===== src/rtl/id_exe_reg_if.sv =====
// Bus between the ID stage and the ID/EXE pipeline register.
// Optional macro ID_EXE_FWD_SRC_EN adds the forwarding-unit source fields.
interface id_exe_reg_if #(
  parameter int WORD_W = 32,
  parameter int CNT_W  = 16
);
  // Pipeline control
  logic              flush;
  logic              freeze;
  logic              cond_fail_in;

  // Decoded instruction entering the register
  logic [3:0]        exe_cmd_in;
  logic              mem_r_en_in;
  logic              mem_w_en_in;
  logic              wb_en_in;
  logic              s_in;
  logic              b_in;
  logic [WORD_W-1:0] pc_in;
  logic [WORD_W-1:0] val_rn_in;
  logic [WORD_W-1:0] val_rm_in;
  logic              imm_in;
  logic [11:0]       shift_operand_in;
  logic [23:0]       signed_imm_24_in;
  logic [3:0]        dest_in;
  logic              carry_in;

  // Registered instruction presented to EXE
  logic [3:0]        exe_cmd;
  logic              mem_r_en;
  logic              mem_w_en;
  logic              wb_en;
  logic              s;
  logic              b;
  logic [WORD_W-1:0] pc;
  logic [WORD_W-1:0] val_rn;
  logic [WORD_W-1:0] val_rm;
  logic              imm;
  logic [11:0]       shift_operand;
  logic [23:0]       signed_imm_24;
  logic [3:0]        dest;
  logic              carry;
  logic              valid;
  logic [CNT_W-1:0]  bubble_cnt;

`ifdef ID_EXE_FWD_SRC_EN
  logic [3:0]        src1_in;
  logic [3:0]        src2_in;
  logic [1:0]        two_src_in;
  logic [3:0]        src1;
  logic [3:0]        src2;
  logic [1:0]        two_src;
`endif

  modport master (
`ifdef ID_EXE_FWD_SRC_EN
    output src1_in, src2_in, two_src_in,
    input  src1, src2, two_src,
`endif
    output flush, freeze, cond_fail_in,
    output exe_cmd_in, mem_r_en_in, mem_w_en_in, wb_en_in, s_in, b_in,
    output pc_in, val_rn_in, val_rm_in, imm_in, shift_operand_in,
    output signed_imm_24_in, dest_in, carry_in,
    input  exe_cmd, mem_r_en, mem_w_en, wb_en, s, b,
    input  pc, val_rn, val_rm, imm, shift_operand, signed_imm_24, dest, carry,
    input  valid, bubble_cnt
  );

  modport slave (
`ifdef ID_EXE_FWD_SRC_EN
    input  src1_in, src2_in, two_src_in,
    output src1, src2, two_src,
`endif
    input  flush, freeze, cond_fail_in,
    input  exe_cmd_in, mem_r_en_in, mem_w_en_in, wb_en_in, s_in, b_in,
    input  pc_in, val_rn_in, val_rm_in, imm_in, shift_operand_in,
    input  signed_imm_24_in, dest_in, carry_in,
    output exe_cmd, mem_r_en, mem_w_en, wb_en, s, b,
    output pc, val_rn, val_rm, imm, shift_operand, signed_imm_24, dest, carry,
    output valid, bubble_cnt
  );
endinterface


===== src/rtl/id_exe_reg.sv =====
// ID/EXE pipeline register with freeze, flush and condition-fail bubbles.
// Optional macro ID_EXE_FWD_SRC_EN registers src1/src2/two_src for forwarding.
module id_exe_reg #(
  parameter int WORD_W = 32,
  parameter int CNT_W  = 16
) (
  input logic         clk,
  input logic         rst,
  id_exe_reg_if.slave bus
);

  // Fields that a bubble must neutralise
  typedef struct packed {
    logic [3:0] exe_cmd;
    logic       mem_r_en;
    logic       mem_w_en;
    logic       wb_en;
    logic       s;
    logic       b;
    logic       valid;
`ifdef ID_EXE_FWD_SRC_EN
    logic [1:0] two_src;
`endif
  } ctrl_t;

  // Fields that a condition-fail bubble still carries into EXE
  typedef struct packed {
    logic [WORD_W-1:0] pc;
    logic [WORD_W-1:0] val_rn;
    logic [WORD_W-1:0] val_rm;
    logic              imm;
    logic [11:0]       shift_operand;
    logic [23:0]       signed_imm_24;
    logic [3:0]        dest;
    logic              carry;
`ifdef ID_EXE_FWD_SRC_EN
    logic [3:0]        src1;
    logic [3:0]        src2;
`endif
  } data_t;

  ctrl_t            ctrl_q, ctrl_load;
  data_t            data_q, data_load;
  logic [CNT_W-1:0] cnt_q, cnt_inc;

  // NOTE: every variable gets a default at the top of always_comb so no
  // path through the block can leave it unassigned and infer a latch.
  always_comb begin
    ctrl_load = '0;
    data_load = '0;

    data_load.pc            = bus.pc_in;
    data_load.val_rn        = bus.val_rn_in;
    data_load.val_rm        = bus.val_rm_in;
    data_load.imm           = bus.imm_in;
    data_load.shift_operand = bus.shift_operand_in;
    data_load.signed_imm_24 = bus.signed_imm_24_in;
    data_load.dest          = bus.dest_in;
    data_load.carry         = bus.carry_in;
`ifdef ID_EXE_FWD_SRC_EN
    data_load.src1          = bus.src1_in;
    data_load.src2          = bus.src2_in;
`endif

    // A failed condition leaves ctrl_load at zero: the slot becomes a bubble
    if (!bus.cond_fail_in) begin
      ctrl_load.exe_cmd  = bus.exe_cmd_in;
      ctrl_load.mem_r_en = bus.mem_r_en_in;
      ctrl_load.mem_w_en = bus.mem_w_en_in;
      ctrl_load.wb_en    = bus.wb_en_in;
      ctrl_load.s        = bus.s_in;
      ctrl_load.b        = bus.b_in;
      ctrl_load.valid    = 1'b1;
`ifdef ID_EXE_FWD_SRC_EN
      ctrl_load.two_src  = bus.two_src_in;
`endif
    end

    cnt_inc = (&cnt_q) ? cnt_q : cnt_q + CNT_W'(1);
  end

  // NOTE: sequential state uses non-blocking assignments so every flop
  // samples pre-edge values regardless of statement order.
  always_ff @(posedge clk) begin
    if (rst) begin
      ctrl_q <= '0;
      data_q <= '0;
      cnt_q  <= '0;
    end else if (bus.flush) begin
      ctrl_q <= '0;
      data_q <= '0;
      cnt_q  <= cnt_inc;
    end else if (!bus.freeze) begin
      ctrl_q <= ctrl_load;
      data_q <= data_load;
      if (bus.cond_fail_in) cnt_q <= cnt_inc;
    end
  end

  assign bus.exe_cmd       = ctrl_q.exe_cmd;
  assign bus.mem_r_en      = ctrl_q.mem_r_en;
  assign bus.mem_w_en      = ctrl_q.mem_w_en;
  assign bus.wb_en         = ctrl_q.wb_en;
  assign bus.s             = ctrl_q.s;
  assign bus.b             = ctrl_q.b;
  assign bus.valid         = ctrl_q.valid;
  assign bus.pc            = data_q.pc;
  assign bus.val_rn        = data_q.val_rn;
  assign bus.val_rm        = data_q.val_rm;
  assign bus.imm           = data_q.imm;
  assign bus.shift_operand = data_q.shift_operand;
  assign bus.signed_imm_24 = data_q.signed_imm_24;
  assign bus.dest          = data_q.dest;
  assign bus.carry         = data_q.carry;
  assign bus.bubble_cnt    = cnt_q;
`ifdef ID_EXE_FWD_SRC_EN
  assign bus.src1          = data_q.src1;
  assign bus.src2          = data_q.src2;
  assign bus.two_src       = ctrl_q.two_src;
`endif

endmodule


===== src/flat_wrapper.sv =====
// flat-port wrapper written by rule: the top's interface ports become plain ports
module id_exe_reg_flat 
#(
  parameter int WORD_W = 32,
  parameter int CNT_W  = 16
)
  (clk, rst, bus_flush, bus_freeze, bus_cond_fail_in, bus_exe_cmd_in, bus_mem_r_en_in, bus_mem_w_en_in, bus_wb_en_in, bus_s_in, bus_b_in, bus_pc_in, bus_val_rn_in, bus_val_rm_in, bus_imm_in, bus_shift_operand_in, bus_signed_imm_24_in, bus_dest_in, bus_carry_in, bus_exe_cmd, bus_mem_r_en, bus_mem_w_en, bus_wb_en, bus_s, bus_b, bus_pc, bus_val_rn, bus_val_rm, bus_imm, bus_shift_operand, bus_signed_imm_24, bus_dest, bus_carry, bus_valid, bus_bubble_cnt);
  id_exe_reg_if #(.WORD_W(WORD_W), .CNT_W(CNT_W)) bus_i ();
  input logic clk;
  input logic rst;
  input wire logic [$bits(bus_i.flush)-1:0] bus_flush;
  input wire logic [$bits(bus_i.freeze)-1:0] bus_freeze;
  input wire logic [$bits(bus_i.cond_fail_in)-1:0] bus_cond_fail_in;
  input wire logic [$bits(bus_i.exe_cmd_in)-1:0] bus_exe_cmd_in;
  input wire logic [$bits(bus_i.mem_r_en_in)-1:0] bus_mem_r_en_in;
  input wire logic [$bits(bus_i.mem_w_en_in)-1:0] bus_mem_w_en_in;
  input wire logic [$bits(bus_i.wb_en_in)-1:0] bus_wb_en_in;
  input wire logic [$bits(bus_i.s_in)-1:0] bus_s_in;
  input wire logic [$bits(bus_i.b_in)-1:0] bus_b_in;
  input wire logic [$bits(bus_i.pc_in)-1:0] bus_pc_in;
  input wire logic [$bits(bus_i.val_rn_in)-1:0] bus_val_rn_in;
  input wire logic [$bits(bus_i.val_rm_in)-1:0] bus_val_rm_in;
  input wire logic [$bits(bus_i.imm_in)-1:0] bus_imm_in;
  input wire logic [$bits(bus_i.shift_operand_in)-1:0] bus_shift_operand_in;
  input wire logic [$bits(bus_i.signed_imm_24_in)-1:0] bus_signed_imm_24_in;
  input wire logic [$bits(bus_i.dest_in)-1:0] bus_dest_in;
  input wire logic [$bits(bus_i.carry_in)-1:0] bus_carry_in;
  output wire logic [$bits(bus_i.exe_cmd)-1:0] bus_exe_cmd;
  output wire logic [$bits(bus_i.mem_r_en)-1:0] bus_mem_r_en;
  output wire logic [$bits(bus_i.mem_w_en)-1:0] bus_mem_w_en;
  output wire logic [$bits(bus_i.wb_en)-1:0] bus_wb_en;
  output wire logic [$bits(bus_i.s)-1:0] bus_s;
  output wire logic [$bits(bus_i.b)-1:0] bus_b;
  output wire logic [$bits(bus_i.pc)-1:0] bus_pc;
  output wire logic [$bits(bus_i.val_rn)-1:0] bus_val_rn;
  output wire logic [$bits(bus_i.val_rm)-1:0] bus_val_rm;
  output wire logic [$bits(bus_i.imm)-1:0] bus_imm;
  output wire logic [$bits(bus_i.shift_operand)-1:0] bus_shift_operand;
  output wire logic [$bits(bus_i.signed_imm_24)-1:0] bus_signed_imm_24;
  output wire logic [$bits(bus_i.dest)-1:0] bus_dest;
  output wire logic [$bits(bus_i.carry)-1:0] bus_carry;
  output wire logic [$bits(bus_i.valid)-1:0] bus_valid;
  output wire logic [$bits(bus_i.bubble_cnt)-1:0] bus_bubble_cnt;
  assign bus_i.flush = bus_flush;
  assign bus_i.freeze = bus_freeze;
  assign bus_i.cond_fail_in = bus_cond_fail_in;
  assign bus_i.exe_cmd_in = bus_exe_cmd_in;
  assign bus_i.mem_r_en_in = bus_mem_r_en_in;
  assign bus_i.mem_w_en_in = bus_mem_w_en_in;
  assign bus_i.wb_en_in = bus_wb_en_in;
  assign bus_i.s_in = bus_s_in;
  assign bus_i.b_in = bus_b_in;
  assign bus_i.pc_in = bus_pc_in;
  assign bus_i.val_rn_in = bus_val_rn_in;
  assign bus_i.val_rm_in = bus_val_rm_in;
  assign bus_i.imm_in = bus_imm_in;
  assign bus_i.shift_operand_in = bus_shift_operand_in;
  assign bus_i.signed_imm_24_in = bus_signed_imm_24_in;
  assign bus_i.dest_in = bus_dest_in;
  assign bus_i.carry_in = bus_carry_in;
  assign bus_exe_cmd = bus_i.exe_cmd;
  assign bus_mem_r_en = bus_i.mem_r_en;
  assign bus_mem_w_en = bus_i.mem_w_en;
  assign bus_wb_en = bus_i.wb_en;
  assign bus_s = bus_i.s;
  assign bus_b = bus_i.b;
  assign bus_pc = bus_i.pc;
  assign bus_val_rn = bus_i.val_rn;
  assign bus_val_rm = bus_i.val_rm;
  assign bus_imm = bus_i.imm;
  assign bus_shift_operand = bus_i.shift_operand;
  assign bus_signed_imm_24 = bus_i.signed_imm_24;
  assign bus_dest = bus_i.dest;
  assign bus_carry = bus_i.carry;
  assign bus_valid = bus_i.valid;
  assign bus_bubble_cnt = bus_i.bubble_cnt;
  id_exe_reg #(.WORD_W(WORD_W), .CNT_W(CNT_W)) u_core (.clk(clk), .rst(rst), .bus(bus_i));
endmodule

===== config.mk =====
export PLATFORM = sky130hd
export DESIGN_NAME = id_exe_reg_flat
export DESIGN_NICKNAME = d
export VERILOG_FILES = /design/src/rtl/id_exe_reg_if.sv /design/src/rtl/id_exe_reg.sv /design/src/flat_wrapper.sv
export SDC_FILE = /design/constraint.sdc
export NUM_CORES = 1
export LEC_CHECK = 0
export BUFFER_PORTS_ARGS = -buffer_cell sky130_fd_sc_hd__buf_2
export CORE_AREA = 2 2 123 125
export DETAILED_ROUTE_END_ITERATION = 16
export DIE_AREA = 0 0 125 127
export HOLD_SLACK_MARGIN = 0.08
export PLACE_DENSITY = 0.75
export SETUP_SLACK_MARGIN = 0.2
export SLEW_MARGIN = 25
export SYNTH_ARGS = -nofsm -noshare
export SYNTH_HDL_FRONTEND = slang
export SYNTH_SLANG_ARGS = --single-unit

===== constraint.sdc =====
create_clock -name clk -period 2.65 [get_ports clk]
set_input_delay 0 -clock clk [delete_from_list [all_inputs] [get_ports clk]]
set_output_delay 0 -clock clk [all_outputs]
set_load 0.02 [all_outputs]

# Word-level counts from Yosys, hierarchy flattened
# Cells that the tools add are included.
totals:
  reg_bits: 164
  out_inout_bits: 164
  word_cells: 27
classes:
  addsub: 1
  n_eq_ne: 1
  mux: 5
  reduce_logical: 4
ops:
  columns: ["cell", "n"]
  rows:
  - ["two-way mux 16 bit", 4]
  - ["adder 16 x 1 -> 16 bit, second input constant", 1]
  - ["AND reduction 16 bit", 1]
  - ["two-way mux 10 bit", 1]
  - ["!= test 2 bit, second input constant", 1]
  - ["AND reduction 2 bit", 1]
  - ["nonzero test 2 bit", 1]
  - ["OR reduction 2 bit", 1]

# Logic depth before layout (Yosys ltp)
logic_depth:
  depth_word: 5
  depth_mapped: 6
  depth_no_buf: 5

# Worst setup path after synthesis
# Ideal clock, no wire load.
synth_path:
  kind: "flip-flop to flip-flop"
  start: "reg u_core.cnt_q[0] (netlist: u_core.bus.bubble_cnt[0])"
  end: "reg u_core.cnt_q[14] (netlist: u_core.bus.bubble_cnt[14])"
  setup_ps: 116
  arrival_time_ps: 1959
  required_time_ps: 2534
  slack_ps: 575
  path_stages_with_launch: 6
  path_buffers: 0
  period_less_slack_ps: 2075
  cell_sequence: "dfxtp_1 > ha_1 > nand3_1 > a2111o_1 > or4_1 > and3_1"
synth_between:
  elab_chain_cells: 5
  word_cells_on_any_way: 6
  classes_between: "add/sub (1); mux (4); reduce/logical (1)"
synth_rtl:
  columns: ["element", "line", "rtl"]
  rows:
  - ["start, declared", "id_exe_reg.sv:44", "logic [CNT_W-1:0] cnt_q, cnt_inc;"]
  - ["start signal, assigned", "id_exe_reg.sv:92", "cnt_q <= cnt_inc;"]
  - ["start signal, assigned", "id_exe_reg.sv:96", "if (bus.cond_fail_in) cnt_q <= cnt_inc;"]
  - ["adder 16 x 1 -> 16 bit or AND reduction 16 bit (tied branches)", "id_exe_reg.sv:79", "cnt_inc = (&cnt_q) ? cnt_q : cnt_q + CNT_W'(1);"]
  - ["two-way mux 16 bit (*)", "id_exe_reg.sv:79", null]
  - ["two-way mux 16 bit", "id_exe_reg.sv:96", null]
  - ["two-way mux 16 bit", "id_exe_reg.sv:93", "end else if (!bus.freeze) begin"]
  - ["two-way mux 16 bit (*)", "id_exe_reg.sv:89", "end else if (bus.flush) begin"]
# Mark *: on every way between the ends. The rest lies on a longest branch, timed or not. The select of a mux whose other input is x is not followed.
# A chain may end at the register's enable or synchronous reset.

# Worst setup path after layout
# Ends and elaborated chain as after synthesis.

==> flow_summary.ini <==
[status]
outcome = completed

[finish]
instances_no_fill = 1242
areaGrowthSynthToFinish_pct = 64.1
nets = 1197
nFillCells = 991
drive_gt1_share_pct = 33.8

[floorplan]
fp.dieW_um = 125
initial_utilization_pct = 42.0
die_area_sq_um = 15900
die_height_um = 127
pin_count = 316
core_sq_um = 14400
fp-row-count = 44

[timing]
slew_viol_final = 0
hold_violations = 0
slew_headroom_pct = 44.4
skew_ps = 13.9
period_share_pct = 79.2
worst_pin_slew_ps = 834
setup_slack_ps = 551
setup-tns-final_ps = 0
setup_violations = 0
rsz0062_at_grt = no
period_needed_ps = 2100
fmax_mhz = 476

[yosys]
syn_inst = 592
synth_ff_type = dfxtp_1
synth_top_family_by_area = multiplexers
syn_area_sq_um = 6050
synth.mux.area_fraction_pct = 22.8
synth_nets = 745
yosys_warnings = 0
synth_cell_types = 44
ys_seq_area_share_pct = 54.3
synthArstFlopShare_pct = 0
synthAdderAreaFrac_pct = 0.207
synth_edf_count = 0
synth-compound-area-share_pct = 6.04
synth.avg_cell_area_sq_um = 10.2
synth_seq_cells = 164
synth_xor_area_share_pct = 0
yosys.area_share.simple_pct = 13.9

[setup_path]
cp_slowest_cell = a2111o_1
crit_type = reg -> reg
worst-path-buf-inv = 0
timing.rr.start = u_core.bus.bubble_cnt[0]
critPathMaxFanout = 7
reg2reg_to = u_core.bus.bubble_cnt[14]
worstPathCellList = ha_1 > nand3_1 > a2111o_1 > or4_1 > and3_1
endpoint_kind = flip-flop
crit_family = simple AND/OR/NAND/NOR gates
cp-start-kind = flip-flop
critPathArrivalTime_ps = 2420
cp.required_ps = 2980
crit_path_max_incr_delay_ps = 520
r2r_slack_ps = 550
rr_worst_depth = 5

[global_route]
grt_antenna_before_repair = 0
use_met1_pct = 25.2
gr-total-overflow = 0
grt_pass1_vias = 6433
grt_pass1_wl_um = 31800
grt_max_degree = 82
use_met3_pct = 8.84
track_usage_pct = 25.0
grt.busiest_layer = met2
met2_usage_pct = 44.9

[detailed_routing]
vias_per_cell = 4.96
wire_per_inst_um = 16.3
wirelength_um = 20300
drc = 0
first_iter_violations = 364
drtPass1Iterations = 4
postRouteAntennaNets = 0
routed-via-count = 6161

[clock_network]
cts_max_level = 4
clk_path_buf_depth = 2
clk_pin_slew_worst_paths_ps = 70
clock-sinks = 164
cts-root-buf = clkbuf_16
cts_tree = done
clock_latency_ps = 430
cts_made_buffers = 17
post_cts_buffers = 0

[power_and_ir_drop]
cellPowerDensity_nw_per_um2 = 611
clkPwrFrac_pct = 43.3
combinationalPowerShare_pct = 13.9
p_sw_share_pct = 25.5
pwr-share-seq_pct = 42.9
switchingPower_uw = 1550
finalPower_uw = 6070
ir_drop_mv = 0.391
p_leak_uw = 0.00497
p_int_uw = 4520

[placement]
dp.final_hpwl_um = 11500
port_buffers = 315
pre_cts_ws_ps = 561
place_congestion = 0.845
post-place-cells = 1060

[worst_hold_path]
min_to = u_core.bus.bubble_cnt[2]
holdCritStartpoint = bus_flush
min_path_cells = 4
min_path_type = in -> reg

[flow_run]
drv_cap = 0
logic make-up (layout without fill, tap and decap cells):
logic type / after synthesis / after routing
AOI/OAI and AO/OA: 50 / 50
adders and majority gates: 1 / 1
buffers and inverters: 42 / 507
DFF: 164 / 164
muxes: 138 / 138
other: 0 / 1
and+or+nand+nor: 197 / 197
timing repair:
item | 4_1_cts | 5_1_grt
resized for setup | 0 | 0
hold buffers | 149 | 0
endpoints found under the hold margin | 158 | 0
metrics by stage:
stage | hold WS (ps) | instance area (sq um) | util (%)
after CTS | 99.1 | 9930 | 68.8
final | 136 | 9930 | 68.8
after detailed placement | 235 | 7800 | 54.1
after global routing | 165 | 9930 | 68.8
after floorplan | 144 | 6050 | -
after global placement | 227 | 7800 | 54.1
state kept, by name, summed over array words and instances, names as in the netlist:
signal and count:
u_core.bus.dest 4, u_core.bus.wb_en 1, u_core.bus.s 1, u_core.bus.bubble_cnt 16
u_core.bus.b 1, u_core.bus.mem_w_en 1, u_core.bus.shift_operand 12, u_core.bus.exe_cmd 4
u_core.bus.signed_imm_24 24, u_core.bus.imm 1, u_core.bus.valid 1, u_core.bus.pc 32
u_core.bus.val_rn 32, u_core.bus.carry 1, u_core.bus.mem_r_en 1, u_core.bus.val_rm 32
layer usage:
metal,vias to the layer above,share of wire (%)
met4,0,4.5
met5,-,0
met3,70,7.3
li1,2941,-
met1,2887,37
met2,263,51
synth_stat cells, types with 2 or more instances:
library cell	instances	area (sq um)
and4_1	2	17.5
nor3_1	5	25.0
a21oi_1	12	60.1
or4_1	3	22.5
o31ai_1	2	15.0
dfxtp_1	164	3280
a211oi_1	5	37.5
nor2b_1	4	25.0
a311o_1	2	20.0
nand2_1	10	37.5
nand3_1	2	10.0
and3_1	4	25.0
inv_1	5	18.8
mux2i_1	138	1380
clkbuf_1	33	124
nor4_1	2	12.5
o21bai_1	2	15.0
o21ai_0	3	15.0
buf_2	3	15.0
a22oi_1	8	60.1
a311oi_1	3	26.3
nor2_1	154	578
a21o_1	2	15.0
nand4_1	4	25.0
power groups by stage:
stage / registers (uW) / clock network (uW) / logic (uW)
final: 2600 / 2630 / 841
after global routing: 2610 / 2770 / 903
after detailed placement: 2650 / 0 / 639
after CTS: 2600 / 2680 / 814
after floorplan: 2750 / 0 / 284
after global placement: 2650 / 0 / 635
cell usage in the layout (no fill, tap or decap), drive strengths merged, types with 2 or more instances in the layout:
cell type,count
nor2,154
dfxtp,164
a22oi,8
o21ai,3
and4,2
or4,3
nand2,10
nand4,4
mux2i,138
o21bai,2
clkinv,3
bufinv,3
o31ai,2
buf,321
a21oi,12
nor3,5
nor4,3
dlygate4sd3,149
a21o,2
a311oi,3
a311o,2
and3,4
a211oi,5
inv,12
clkbuf,18
nand3,2
nor2b,4
worst reg2reg max path, stage by stage (launching register included):
cell and delay (ps):
dfxtp_1 430, ha_1 220, nand3_1 200, a2111o_1 520, or4_1 470, and3_1 170
area by class of cell:
| class | instances | area [sq um] | share of cell area, % |
|---|---|---|---|
| Clock buffer | 18 | 439 | 4.42 |
| Antenna cell | 1 | 2.50 | 0.0252 |
| Multi-Input combinational cell | 386 | 2610 | 26.3 |
| Inverter | 5 | 18.8 | 0.189 |
| Clock inverter | 14 | 191 | 1.93 |
| Timing Repair Buffer | 470 | 3160 | 31.8 |
| Sequential cell | 164 | 3280 | 33.1 |
| Tap cell | 184 | 230 | 2.32 |
worst max path at each step:
stage	from	to	slack, ps	cells after the start
3_5_place_dp	u_core.bus.bubble_cnt[0]	u_core.bus.bubble_cnt[14]	560	5
4_1_cts	u_core.bus.bubble_cnt[0]	u_core.bus.bubble_cnt[14]	560	5
6_report	u_core.bus.bubble_cnt[0]	u_core.bus.bubble_cnt[14]	550	5
2_1_floorplan	u_core.bus.bubble_cnt[0]	u_core.bus.bubble_cnt[14]	580	5
5_1_grt	u_core.bus.bubble_cnt[0]	u_core.bus.bubble_cnt[14]	470	5
3_3_place_gp	u_core.bus.bubble_cnt[0]	u_core.bus.bubble_cnt[14]	630	5
No activity file was read; power rests on OpenSTA's default activity.
